[src/rtl/vga_mem_arbiter_if.sv]
// vga_mem_arbiter_if: request, read-return and memory-port bundle.
// slave = arbiter view, master = client/memory view.
interface vga_mem_arbiter_if #(
  parameter int ADDR_W = 17,
  parameter int DATA_W = 12
);
  logic              fetch_req;
  logic [ADDR_W-1:0] fetch_addr;
  logic              fetch_ack;
  logic [DATA_W-1:0] fetch_data;
  logic              fetch_valid;
  logic              fetch_done;
  logic              wr_req;
  logic [ADDR_W-1:0] wr_addr;
  logic [DATA_W-1:0] wr_data;
  logic              wr_ack;
  logic              mem_en;
  logic              mem_we;
  logic [ADDR_W-1:0] mem_addr;
  logic [DATA_W-1:0] mem_wdata;
  logic [DATA_W-1:0] mem_rdata;
  logic              busy;

  modport slave (
    input  fetch_req, fetch_addr,
    input  wr_req, wr_addr, wr_data,
    input  mem_rdata,
    output fetch_ack, fetch_data,
    output fetch_valid, fetch_done,
    output wr_ack,
    output mem_en, mem_we,
    output mem_addr, mem_wdata,
    output busy
  );

  modport master (
    output fetch_req, fetch_addr,
    output wr_req, wr_addr, wr_data,
    output mem_rdata,
    input  fetch_ack, fetch_data,
    input  fetch_valid, fetch_done,
    input  wr_ack,
    input  mem_en, mem_we,
    input  mem_addr, mem_wdata,
    input  busy
  );
endinterface

[src/rtl/vga_mem_arbiter.sv]
// vga_mem_arbiter: single-port framebuffer arbiter, display fetch
// bursts vs pixel writes, alternating grants under contention.
// Ports: mem_clk_in (clock), rst (sync, active high),
//   bus (slave): fetch_* burst port, wr_* write port, mem_* memory
//   port, busy. fetch_data is mem_rdata; all else is registered.
module vga_mem_arbiter #(
  parameter int ADDR_W = 17,
  parameter int DATA_W = 12,
  parameter int BURST  = 8,
  parameter int RD_LAT = 2
) (
  input  logic mem_clk_in,
  input  logic rst,
  vga_mem_arbiter_if.slave bus
);
  localparam int CW = (BURST > 1) ? $clog2(BURST) : 1;

  typedef enum logic [1:0] {
    S_IDLE,
    S_BURST,
    S_WRITE
  } state_t;

  state_t            r_state;
  // next burst address to strobe
  logic [ADDR_W-1:0] r_addr;
  logic [CW-1:0]     r_cnt;
  logic              r_last_wr;
  // per-strobe (valid, last) travelling alongside the read latency
  logic [RD_LAT-1:0] r_vp;
  logic [RD_LAT-1:0] r_lp;

  logic              r_fetch_ack;
  logic              r_fetch_valid;
  logic              r_fetch_done;
  logic              r_wr_ack;
  logic              r_mem_en;
  logic              r_mem_we;
  logic [ADDR_W-1:0] r_mem_addr;
  logic [DATA_W-1:0] r_mem_wdata;
  logic              r_busy;

  logic              w_gnt_f;
  logic              w_gnt_w;
  logic              w_in_burst;
  logic              w_bend;
  logic              w_rd_issue;
  logic              w_rd_last;
  logic              w_nxt_active;
  logic [RD_LAT-1:0] w_vp_nxt;
  logic [RD_LAT-1:0] w_lp_nxt;

  // under contention the side that did not win last time goes
  always_comb begin
    w_gnt_f = 1'b0;
    w_gnt_w = 1'b0;
    if (r_state == S_IDLE) begin
      if (bus.fetch_req && (!bus.wr_req || r_last_wr))
        w_gnt_f = 1'b1;
      else if (bus.wr_req)
        w_gnt_w = 1'b1;
    end
  end

  assign w_in_burst = (r_state == S_BURST);
  assign w_bend     = w_in_burst &&
                      (r_cnt == CW'(BURST - 1));
  // a read strobe is issued next cycle on grant or mid-burst
  assign w_rd_issue = w_gnt_f || (w_in_burst && !w_bend);
  assign w_rd_last  = w_in_burst &&
                      (r_cnt == CW'(BURST - 2));
  assign w_nxt_active = w_gnt_f || w_gnt_w ||
                        (w_in_burst && !w_bend);

  always_comb begin
    w_vp_nxt    = '0;
    w_lp_nxt    = '0;
    w_vp_nxt[0] = w_rd_issue;
    w_lp_nxt[0] = w_rd_last;
    for (int i = 1; i < RD_LAT; i++) begin
      w_vp_nxt[i] = r_vp[i-1];
      w_lp_nxt[i] = r_lp[i-1];
    end
  end

  always_ff @(posedge mem_clk_in) begin
    if (rst) begin
      r_state       <= S_IDLE;
      r_addr        <= '0;
      r_cnt         <= '0;
      r_last_wr     <= 1'b1;
      r_vp          <= '0;
      r_lp          <= '0;
      r_fetch_ack   <= 1'b0;
      r_fetch_valid <= 1'b0;
      r_fetch_done  <= 1'b0;
      r_wr_ack      <= 1'b0;
      r_mem_en      <= 1'b0;
      r_mem_we      <= 1'b0;
      r_mem_addr    <= '0;
      r_mem_wdata   <= '0;
      r_busy        <= 1'b0;
    end else begin
      r_fetch_ack   <= 1'b0;
      r_wr_ack      <= 1'b0;
      r_vp          <= w_vp_nxt;
      r_lp          <= w_lp_nxt;
      r_fetch_valid <= r_vp[RD_LAT-1];
      r_fetch_done  <= r_vp[RD_LAT-1] &
                       r_lp[RD_LAT-1];
      r_busy        <= w_nxt_active | (|w_vp_nxt);
      unique case (r_state)
        S_IDLE: begin
          r_mem_en <= 1'b0;
          r_mem_we <= 1'b0;
          if (w_gnt_f) begin
            r_state     <= S_BURST;
            r_mem_en    <= 1'b1;
            r_mem_addr  <= bus.fetch_addr;
            r_addr      <= bus.fetch_addr + ADDR_W'(1);
            r_cnt       <= '0;
            r_fetch_ack <= 1'b1;
            r_last_wr   <= 1'b0;
          end else if (w_gnt_w) begin
            r_state     <= S_WRITE;
            r_mem_en    <= 1'b1;
            r_mem_we    <= 1'b1;
            r_mem_addr  <= bus.wr_addr;
            r_mem_wdata <= bus.wr_data;
            r_wr_ack    <= 1'b1;
            r_last_wr   <= 1'b1;
          end
        end
        S_BURST: begin
          if (w_bend) begin
            r_state  <= S_IDLE;
            r_mem_en <= 1'b0;
          end else begin
            r_mem_en   <= 1'b1;
            r_mem_addr <= r_addr;
            r_addr     <= r_addr + ADDR_W'(1);
            r_cnt      <= r_cnt + CW'(1);
          end
        end
        S_WRITE: begin
          r_state  <= S_IDLE;
          r_mem_en <= 1'b0;
          r_mem_we <= 1'b0;
        end
        default: begin
          r_state  <= S_IDLE;
          r_mem_en <= 1'b0;
          r_mem_we <= 1'b0;
        end
      endcase
    end
  end

  assign bus.fetch_ack   = r_fetch_ack;
  assign bus.fetch_data  = bus.mem_rdata;
  assign bus.fetch_valid = r_fetch_valid;
  assign bus.fetch_done  = r_fetch_done;
  assign bus.wr_ack      = r_wr_ack;
  assign bus.mem_en      = r_mem_en;
  assign bus.mem_we      = r_mem_we;
  assign bus.mem_addr    = r_mem_addr;
  assign bus.mem_wdata   = r_mem_wdata;
  assign bus.busy        = r_busy;

endmodule

[src/flat_wrapper.sv]
// flat-port wrapper written by rule: the top's interface ports become plain ports
module vga_mem_arbiter_flat 
#(
  parameter int ADDR_W = 17,
  parameter int DATA_W = 12,
  parameter int BURST  = 8,
  parameter int RD_LAT = 2
)
  (mem_clk_in, rst, bus_fetch_req, bus_fetch_addr, bus_wr_req, bus_wr_addr, bus_wr_data, bus_mem_rdata, bus_fetch_ack, bus_fetch_data, bus_fetch_valid, bus_fetch_done, bus_wr_ack, bus_mem_en, bus_mem_we, bus_mem_addr, bus_mem_wdata, bus_busy);
  vga_mem_arbiter_if #(.ADDR_W(ADDR_W), .DATA_W(DATA_W)) bus_i ();
  input  logic mem_clk_in;
  input  logic rst;
  input wire logic [$bits(bus_i.fetch_req)-1:0] bus_fetch_req;
  input wire logic [$bits(bus_i.fetch_addr)-1:0] bus_fetch_addr;
  input wire logic [$bits(bus_i.wr_req)-1:0] bus_wr_req;
  input wire logic [$bits(bus_i.wr_addr)-1:0] bus_wr_addr;
  input wire logic [$bits(bus_i.wr_data)-1:0] bus_wr_data;
  input wire logic [$bits(bus_i.mem_rdata)-1:0] bus_mem_rdata;
  output wire logic [$bits(bus_i.fetch_ack)-1:0] bus_fetch_ack;
  output wire logic [$bits(bus_i.fetch_data)-1:0] bus_fetch_data;
  output wire logic [$bits(bus_i.fetch_valid)-1:0] bus_fetch_valid;
  output wire logic [$bits(bus_i.fetch_done)-1:0] bus_fetch_done;
  output wire logic [$bits(bus_i.wr_ack)-1:0] bus_wr_ack;
  output wire logic [$bits(bus_i.mem_en)-1:0] bus_mem_en;
  output wire logic [$bits(bus_i.mem_we)-1:0] bus_mem_we;
  output wire logic [$bits(bus_i.mem_addr)-1:0] bus_mem_addr;
  output wire logic [$bits(bus_i.mem_wdata)-1:0] bus_mem_wdata;
  output wire logic [$bits(bus_i.busy)-1:0] bus_busy;
  assign bus_i.fetch_req = bus_fetch_req;
  assign bus_i.fetch_addr = bus_fetch_addr;
  assign bus_i.wr_req = bus_wr_req;
  assign bus_i.wr_addr = bus_wr_addr;
  assign bus_i.wr_data = bus_wr_data;
  assign bus_i.mem_rdata = bus_mem_rdata;
  assign bus_fetch_ack = bus_i.fetch_ack;
  assign bus_fetch_data = bus_i.fetch_data;
  assign bus_fetch_valid = bus_i.fetch_valid;
  assign bus_fetch_done = bus_i.fetch_done;
  assign bus_wr_ack = bus_i.wr_ack;
  assign bus_mem_en = bus_i.mem_en;
  assign bus_mem_we = bus_i.mem_we;
  assign bus_mem_addr = bus_i.mem_addr;
  assign bus_mem_wdata = bus_i.mem_wdata;
  assign bus_busy = bus_i.busy;
  vga_mem_arbiter #(.ADDR_W(ADDR_W), .DATA_W(DATA_W), .BURST(BURST), .RD_LAT(RD_LAT)) u_core (.mem_clk_in(mem_clk_in), .rst(rst), .bus(bus_i));
endmodule
[config.mk]
export PLATFORM = sky130hd
export DESIGN_NAME = vga_mem_arbiter_flat
export DESIGN_NICKNAME = d
export VERILOG_FILES = /design/src/rtl/vga_mem_arbiter_if.sv /design/src/rtl/vga_mem_arbiter.sv /design/src/flat_wrapper.sv
export SDC_FILE = /design/constraint.sdc
export NUM_CORES = 1
export LEC_CHECK = 0
export CORE_ASPECT_RATIO = 0.7
export CORE_UTILIZATION = 51
export DETAILED_ROUTE_END_ITERATION = 8
export GPL_TIMING_DRIVEN = 0
export PLACE_DENSITY_LB_ADDON = 0.15
export SLEW_MARGIN = 5
export SYNTH_ARGS = -nofsm -noshare
export SYNTH_HDL_FRONTEND = slang
export SYNTH_SLANG_ARGS = --single-unit
[constraint.sdc]
create_clock -name mem_clk_in -period 5.1 [get_ports mem_clk_in]
set_input_delay 1.02 -clock mem_clk_in [delete_from_list [all_inputs] [get_ports mem_clk_in]]
set_output_delay 1.02 -clock mem_clk_in [all_outputs]
set_load 0.02 [all_outputs]
Word level (Yosys, flattened, before mapping). Index checks and enable logic that the tools add are counted.

Bits in registers: 63. Bits in latches: 0. Bits in writable memories: 0. ROM bits: 0. Bits of input ports: 62. Memories: 0.

Add/sub/neg operators: 3. Multiply operators: 0. Div/mod/pow operators: 0. Order comparisons: 0. Eq/ne operators: 7. Shift operators: 0. Mux-type cells: 28. Bitwise operators: 4. Reduce and logical (&&, ||, !) cells: 20.

Operators by type and width (count): 17-bit two-way mux (5); 17-bit case mux with 2 select lines (2); 17-bit by 1-bit adder with 17-bit output (second input constant) (2); 1-bit two-way mux (12); 3-bit AND reduction (3); 3-bit equality test (second input constant) (2); 2-bit two-way mux (3); 3-bit two-way mux (2); 3-bit case mux with 2 select lines (1); 1-bit logical AND (4); 1-bit logical OR (4); 2-bit != test (second input constant) (2); 1-bit case mux with 2 select lines (2); 2-bit case mux with 2 select lines (1); 2-bit AND reduction (2); 2-bit nonzero test (2); 2-bit OR reduction (2); 3-bit by 1-bit adder with 3-bit output (second input constant) (1); 3-bit by 1-bit != test with 1-bit output (second input constant) (1); 2-bit by 1-bit equality test with 1-bit output (second input constant) (1); 1-bit logical NOT (2); 2-bit logical NOT (1); 2-bit by 1-bit != test with 1-bit output (second input constant) (1); 1-bit inverter (2); other kinds (2) (2).

Longest topological paths before layout. Gate-level depths: netlist of the first run.

Depth in word-level cells: 8. Mapped depth: 13. Mapped depth without buffers: 9.

Worst setup path after synthesis of the first run. No wires, ideal clock.

Path type: in2reg. Start point: input bus_fetch_req. End point: register u_core.r_addr[11]. Setup time: 0.122 ns. Data arrival time: 2.513 ns. Required time: 4.978 ns. Setup slack: 2.466 ns. Stages on the path: 6. Cell sequence: clkbuf_1 -> nand2b_1 -> o22a_1 -> nor2_1 -> mux2_2 -> o311a_1.

Word-level cells in the longest chain between the ends: 5.

Ends and longest elaborated chain: start, declared (line flat_wrapper.sv:13) `input wire logic [$bits(bus_i.fetch_req)-1:0] bus_fetch_req;`; 1-bit logical AND (line vga_mem_arbiter.sv:58) `if (bus.fetch_req && (!bus.wr_req || r_last_wr))`; 1-bit two-way mux (line vga_mem_arbiter.sv:58); 1-bit two-way mux (line vga_mem_arbiter.sv:57) `if (r_state == S_IDLE) begin`; 2-bit by 1-bit != test with 1-bit output (no line); 3-bit AND reduction (no line); end signal, assigned (line vga_mem_arbiter.sv:120) `r_addr <= bus.fetch_addr + ADDR_W'(1);`; end signal, assigned (line vga_mem_arbiter.sv:141) `r_addr <= r_addr + ADDR_W'(1);`; end, declared (line vga_mem_arbiter.sv:26) `logic [ADDR_W-1:0] r_addr;`.

No other way between the ends. A chain may end at the register's enable or synchronous reset.

Worst setup path after layout of the first run.
Start point: register u_core.r_state[1]. End point: register u_core.r_addr[10].

Word-level cells in the longest chain between the ends: 4.

Ends and longest elaborated chain: start, declared (line vga_mem_arbiter.sv:24) `state_t r_state;`; start signal, assigned (line vga_mem_arbiter.sv:88) `r_state <= S_IDLE;`; start signal, assigned (line vga_mem_arbiter.sv:117) `r_state <= S_BURST;`; start signal, assigned (line vga_mem_arbiter.sv:125) `r_state <= S_WRITE;`; 2-bit logical NOT or 2-bit by 1-bit equality test with 1-bit output (tied branches) (line vga_mem_arbiter.sv:57, vga_mem_arbiter.sv:112, vga_mem_arbiter.sv:65); 1-bit two-way mux or 1-bit logical AND (tied branches) (line vga_mem_arbiter.sv:57, vga_mem_arbiter.sv:66); 2-bit by 1-bit != test with 1-bit output (no line) or 2-bit != test (tied branches); 3-bit AND reduction (no line).

Parallel ways exist; a longest one is shown, timed or not.

==> results of run 1 <==
[synthesized netlist by cell type, drive strengths merged, types with 3 or more instances]
master / number
and3: 13
a311o: 5
o31ai: 3
o21ai: 13
nor2: 37
nand4: 4
nor3: 11
buf: 25
a31oi: 7
a311oi: 3
mux2: 5
or2: 3
nand2b: 3
ha: 4
nor4: 3
nand2: 89
or4: 3
nand3: 11
o311a: 3
o311ai: 3
mux2i: 28
a211o: 9
clkbuf: 16
dfxtp: 63
nor2b: 5
a21oi: 41
inv: 5
a21o: 4
[flip-flops by register name, indices dropped and copies added, names as in the netlist]
signal	flops
u_core.r_vp	2
u_core.r_state	2
u_core.bus.mem_addr	17
u_core.r_cnt	3
u_core.r_lp	2
u_core.bus.fetch_ack	1
u_core.bus.mem_we	1
u_core.bus.fetch_done	1
u_core.bus.mem_en	1
u_core.bus.wr_ack	1
u_core.bus.fetch_valid	1
u_core.r_last_wr	1
u_core.r_addr	17
u_core.bus.busy	1
u_core.bus.mem_wdata	12
[layer usage]
metal | up-vias | track usage [%]
met4 | 0 | 12.1
met1 | 1828 | 49.8
met3 | 23 | 7.61
met2 | 263 | 54.3
li1 | 1802 | -
met5 | - | 0
[power groups by stage]
stage | logic [mW] | registers [mW] | clock network, mW
2_1_floorplan | 0.222 | 0.605 | 0
3_3_place_gp | 0.424 | 0.577 | 0
3_5_place_dp | 0.433 | 0.579 | 0
4_1_cts | 0.439 | 0.568 | 0.510
5_1_grt | 0.478 | 0.574 | 0.531
6_report | 0.449 | 0.570 | 0.511
[kinds of logic (layout without fill, tap and decap cells)]
family / Yosys count / after routing
other: 0 / 1
multiplexers: 33 / 33
AO/OA/AOI/OAI: 108 / 108
AND/OR/NAND/NOR: 189 / 189
flip-flops: 63 / 63
adder cells (fa/ha/maj): 4 / 4
buffers and inverters: 47 / 159
[worst paths after layout]
| check | from | end | slack, ns | cells after the start |
|---|---|---|---|---|
| setup / recovery | u_core.r_state[1] | u_core.r_addr[10] | 1.76 | 11 |
| hold / removal | u_core.r_lp[1] | u_core.bus.fetch_done | 0.43 | 1 |
| setup reg to reg | u_core.r_state[1] | u_core.r_addr[10] | 1.76 | 11 |
| hold reg to reg | u_core.r_lp[1] | u_core.bus.fetch_done | 0.43 | 1 |
[cell type report]
cell class,count,share of cell area [%]
well taps,91,2.36
plain buffers,41,4.59
diodes,1,0.0519
inverters,6,0.467
clock inverters,7,2.18
repair buffers,96,19.9
flip-flops and latches,63,26.2
clock buffers,9,2.57
multi-input cells,334,41.7
==> run metrics, run 1 <==
Pre-Repair DR Iteration Count=5; final WL=12.2 mm; Crit-path slowest cell=or4_1; initial antenna violation count=1; RSZ-0062 raised after global routing=no; crit-path leading delay family=buffers and inverters; Net Sw Power=approximately 0.52 mW; Ports=110; Synth Area in Compound Gates=between 20% and 30%; Synth async-reset ratio=0%; via count=about 3900; cell taking the most area after synthesis=dfxtp_1; post-layout minimum cycle time=3.34 ns; Min-Delay Path Class=register to register; average routed wire per standard cell=roughly 19 µm; post-route insts no fill=between 600 and 700; starting density of the core=a little over half; commonest non-fill, non-tap cell in the layout=clkdlybuf4s50_1; overall power=around 1.5 mW; status=finished, final reports clean; area delta synth->final=37.2%; area of the multi-input gates=slightly above 2000 µm²; core area=6430 µm²; CP endpoint kind=register; DR WL met2=5.34 mm; total setup buffers inserted after CTS=0; Tot GR Track Use=around 35%; antenna-violating nets left=0; final core utilization=between 70% and 80%; Via density=approximately 6; sequential cell area fraction in the yosys report=35.9%; maximum clock path buffer count=2; Final WS setup=1.76 ns; CP required=about 5.4 ns; HPWL Detailed=8.87 mm; mux contribution to synthesized area=10.4%; Placement Setup Slack=roughly 1.8 ns; RD Place Congestion=between 0.9 and 1; worst slew pin tran=approximately 0.9 ns; cells along the critical path=nand2b_1 > buf_6 > buf_4 > buf_2 > buf_1 > nand2_1 > nand2_1 > ha_1 > o2111ai_1 > or4_1 > nand3_1; final setup skew=0.0101 ns; Critical Path Start Type=register; Mapped Cells=444; cell-internal power=approximately 1.0 mW; adder-cell share of the synthesized area=roughly 1.4%; Clock power frac=roughly 33%; number of distinct library cells after synthesis=57; pin count of the biggest net entering global routing=14; met3 WL post-DR=~1.4 mm; register area=1260 µm²; Final Instance Area=around 4800 µm²; CTS tree=yes; Max-Cap Viols=0; Clock Tree Root=clkbuf_8; Num CTS Buffers=9; CP most frequent cell=nand2_1; Max Slew Vio Count=0; first-pass GRT wire length=~19 mm; main combinational cell family by area after synthesis=simple AND/OR/NAND/NOR gates; Die X-Extent=around 100 µm; clock sink count=63; dpl cell area=4590 µm²; nets=just over 600; Max Clock Freq=299 MHz; Post-Syn Nets=510; total grt overflow=0; Post-Synth Simple-Gate Area=between 20% and 30%; Post-CTS Resized=0; Hold Buf Count CTS=0; DRC=0; post-synth top area share=35.9%; PortBufs=between 90 and 100; maximum VDD drop=202 µV; Fillers=between 400 and 500; combinational group share of total power=between 20 and 30%; share of cells above drive strength 1=10.1%; Finish-stage setup viols=0; WP data arrival=3.64 ns; CP max FO=10; P_leak=1.96 nW; WP buf/inv=4; Final period util=65.6%; full die area=approximately 7200 µm²; Placed Cells=631; CP Class=register to register; CTS HTree Levels=3; Top Metal Used=met4; Yosys warning total=0; final hold vios=0; most frequent cells in the layout=96 x clkdlybuf4s50_1, 89 x nand2_1, 63 x dfxtp_1, 41 x a21oi_1, 36 x nor2_1; top post-synthesis cells by area=dfxtp_1 36%, nand2_1 9.5%, mux2i_1 7.1%; Rows=24; Syn Area/Cell=7.92 µm²; Yosys reg bits=63; XOR/XNOR share of the synthesized area=0%; met1 wire length=5.24 mm; Clk Latency, worst-skew pair=between 0.3 and 0.4 ns; number of synthesized flops with an enable pin=0; ys flop type=dfxtp_1; setup total negative slack=0 ns; Die Span Y=~71 µm; vias in the first global route=3716; Cell Pwr Density=about 320 nW/µm²; part of the power in registers=37.2%; Slowest Stage Delay on Critical Path=0.62 ns; Switching Fraction=approximately a third; Slew headroom=39.9%; Worst-path clk slew=around 0.08 ns; Synth Cell Area=between 3000 and 4000 µm²; DRT iter0 DRCs=400; hold_ws=around 0.43 ns
No activity file was read; power rests on OpenSTA's default activity.
==> run 2, diff against run 1 <==
CORE_UTILIZATION = 42   (was 51)
clock period = 3 ns   (was 5.1 ns; I/O delays follow)
==> run 2 against run 1 <==
- the flow now finishes with violations (design-rule violations)
- worst hold slack gained 0.018 ns
- count of clock-buffer cells in the layout rose by 4
- combinational power up 65%
- clock power increased by 120%
- final area increased by 1.9%
- clock skew shrank 0.0064 ns
- sequential share of layout area is 0.48 points lower
- critical path type is now input pin to register
- largest cell class unchanged
- highest routed layer unchanged
==> run metrics, run 2 (synthesized netlist as in run 1, its figures left out) <==
WP buf/inv=2 (was 4); final hold vios=0 (unchanged); antenna-violating nets left=0 (unchanged); full die area=8750 µm² (was 7240 µm²); clock sink count=63 (unchanged); average routed wire per standard cell=17.7 µm (was 18.8 µm); Post-CTS Resized=0 (unchanged); WP data arrival=2.80 ns (was 3.64 ns); cells along the critical path=clkdlybuf4s50_1 > nor2b_1 > o22ai_1 > nand2_1 > clkbuf_1 > nand3_1 > o311ai_0 (was nand2b_1 > buf_6 > buf_4 > buf_2 > buf_1 > nand2_1 > nand2_1 > ha_1 > o2111ai_1 > or4_1 > nand3_1); most frequent cells in the layout=96 x clkdlybuf4s50_1, 89 x nand2_1, 63 x dfxtp_1, 41 x a21oi_1, 36 x nor2_1 (unchanged); Ports=110 (unchanged); Max Slew Vio Count=0 (unchanged); Pre-Repair DR Iteration Count=7 (was 5); Clk Latency, worst-skew pair=0.32 ns (was 0.35 ns); post-layout minimum cycle time=~2.6 ns; Num CTS Buffers=9 (unchanged); Cell Pwr Density=573 nW/µm² (was 317 nW/µm²); HPWL Detailed=8.41 mm (was 8.87 mm); Finish-stage setup viols=0 (unchanged); Via density=5.81 (was 6.04); Critical Path Start Type=input pin (was register); CP required=3.17 ns (was 5.39 ns); Final period util=just under 90%; vias in the first global route=3468 (was 3716); CP Class=input pin to register (was register to register); CP endpoint kind=register (unchanged); diodes inserted=0 (was 1); first-pass GRT wire length=18.3 mm (was 19.3 mm); commonest non-fill, non-tap cell in the layout=clkdlybuf4s50_1 (unchanged); final core utilization=61.6% (was 75.0%); Rows=27 (was 24); RD Place Congestion=0.955 (was 0.997); initial antenna violation count=0 (was 1); Max-Cap Viols=0 (unchanged); maximum VDD drop=353 µV (was 202 µV); share of cells above drive strength 1=9.76% (was 10.1%); status=finished with violations (was finished, final reports clean); final WL=11.6 mm (was 12.2 mm); P_leak=2.00 nW (was 1.96 nW); CTS HTree Levels=3 (unchanged); Crit-path slowest cell=clkdlybuf4s50_1 (was or4_1); core area=7970 µm² (was 6430 µm²); Slew headroom=40.1% (was 39.9%); Worst-path clk slew=0.05 ns (was 0.08 ns); crit-path leading delay family=buffers and inverters (unchanged); CTS tree=yes (unchanged); worst slew pin tran=0.894 ns (was 0.899 ns); starting density of the core=44.1% (was 54.7%); total grt overflow=0 (unchanged); maximum clock path buffer count=2 (unchanged); DRT iter0 DRCs=391 (was 400); nets=615 (was 617); Die X-Extent=111 µm (was 101 µm); RSZ-0062 raised after global routing=no (unchanged); PortBufs=96 (unchanged); DRC=20 (was 0); pin count of the biggest net entering global routing=20 (was 14); Slowest Stage Delay on Critical Path=0.52 ns (was 0.62 ns); overall power=2.82 mW (was 1.53 mW); Clock Tree Root=clkbuf_16 (was clkbuf_8); CP max FO=10 (unchanged); Die Span Y=78.6 µm (was 71.5 µm); Min-Delay Path Class=register to register (unchanged); area delta synth->final=39.7% (was 37.2%); failing checks=design-rule violations; hold_ws=0.451 ns (was 0.433 ns); final setup skew=0.00372 ns (was 0.0101 ns); via count=3803 (was 3916); Tot GR Track Use=27.1% (was 35.5%); Max Clock Freq=380 MHz
## run 2: worst paths after layout
| path | from | endpoint | slack, ns | depth (start not counted) |
|---|---|---|---|---|
| max | bus_wr_req | u_core.r_addr[12] | 0.37 | 7 |
| min | u_core.bus.mem_wdata[4] | u_core.bus.mem_wdata[4] | 0.45 | 2 |
| min reg2reg | u_core.bus.mem_wdata[4] | u_core.bus.mem_wdata[4] | 0.45 | 2 |
| max reg2reg | u_core.r_cnt[0] | u_core.r_addr[12] | 0.37 | 8 |
## run 2: metal layers
layer  global-route usage [%]  routed length, µm  up-vias
met4                     7.43                 89        0
met5                        0                  0        -
met2                     42.3               4950      217
met1                     36.2               5290     1786
li1                         -                  -     1788
met3                     8.11               1250       12
## run 2: worst min-delay path: stages (launching register included)
cell	delay, ns
dfxtp_1	0.30
nand2_1	0.05
a21oi_1	0.05
## run 2: timing repair
action | CTS | global route
hold buffers | 0 | 0
setup buffers | 0 | 0
cloned | 0 | 0
setup endpoints to repair | 5 | 2
## run 2: layout make-up
class / count / area (µm²)
sequential: 63 / 1260
multi-input combinational: 334 / 2010
fill: 710 / 3060
tap: 101 / 126
inverter: 6 / 22.5
clock buffer: 13 / 280
timing repair buffer: 96 / 961
clock inverter: 2 / 37.5
buffer: 39 / 213
## run 2: through the flow
step	setup TNS (ns)	area (µm²)	setup WS (ns)	cells
6_report	0	4910	0.369	654
5_1_grt	0	4910	0.245	654
4_1_cts	0	4920	0.190	655
3_5_place_dp	-0.248	4600	-0.145	641
3_3_place_gp	-0.222	4600	-0.135	641
2_1_floorplan	0	3520	0.555	444
## run 2: power breakdown
part | internal (mW) | leakage (nW) | total, mW | switching, mW
combinational | 0.330 | 1.33 | 0.743 | 0.413
sequential | 0.914 | 0.518 | 0.969 | 0.0556
clock | 0.729 | 0.154 | 1.10 | 0.374
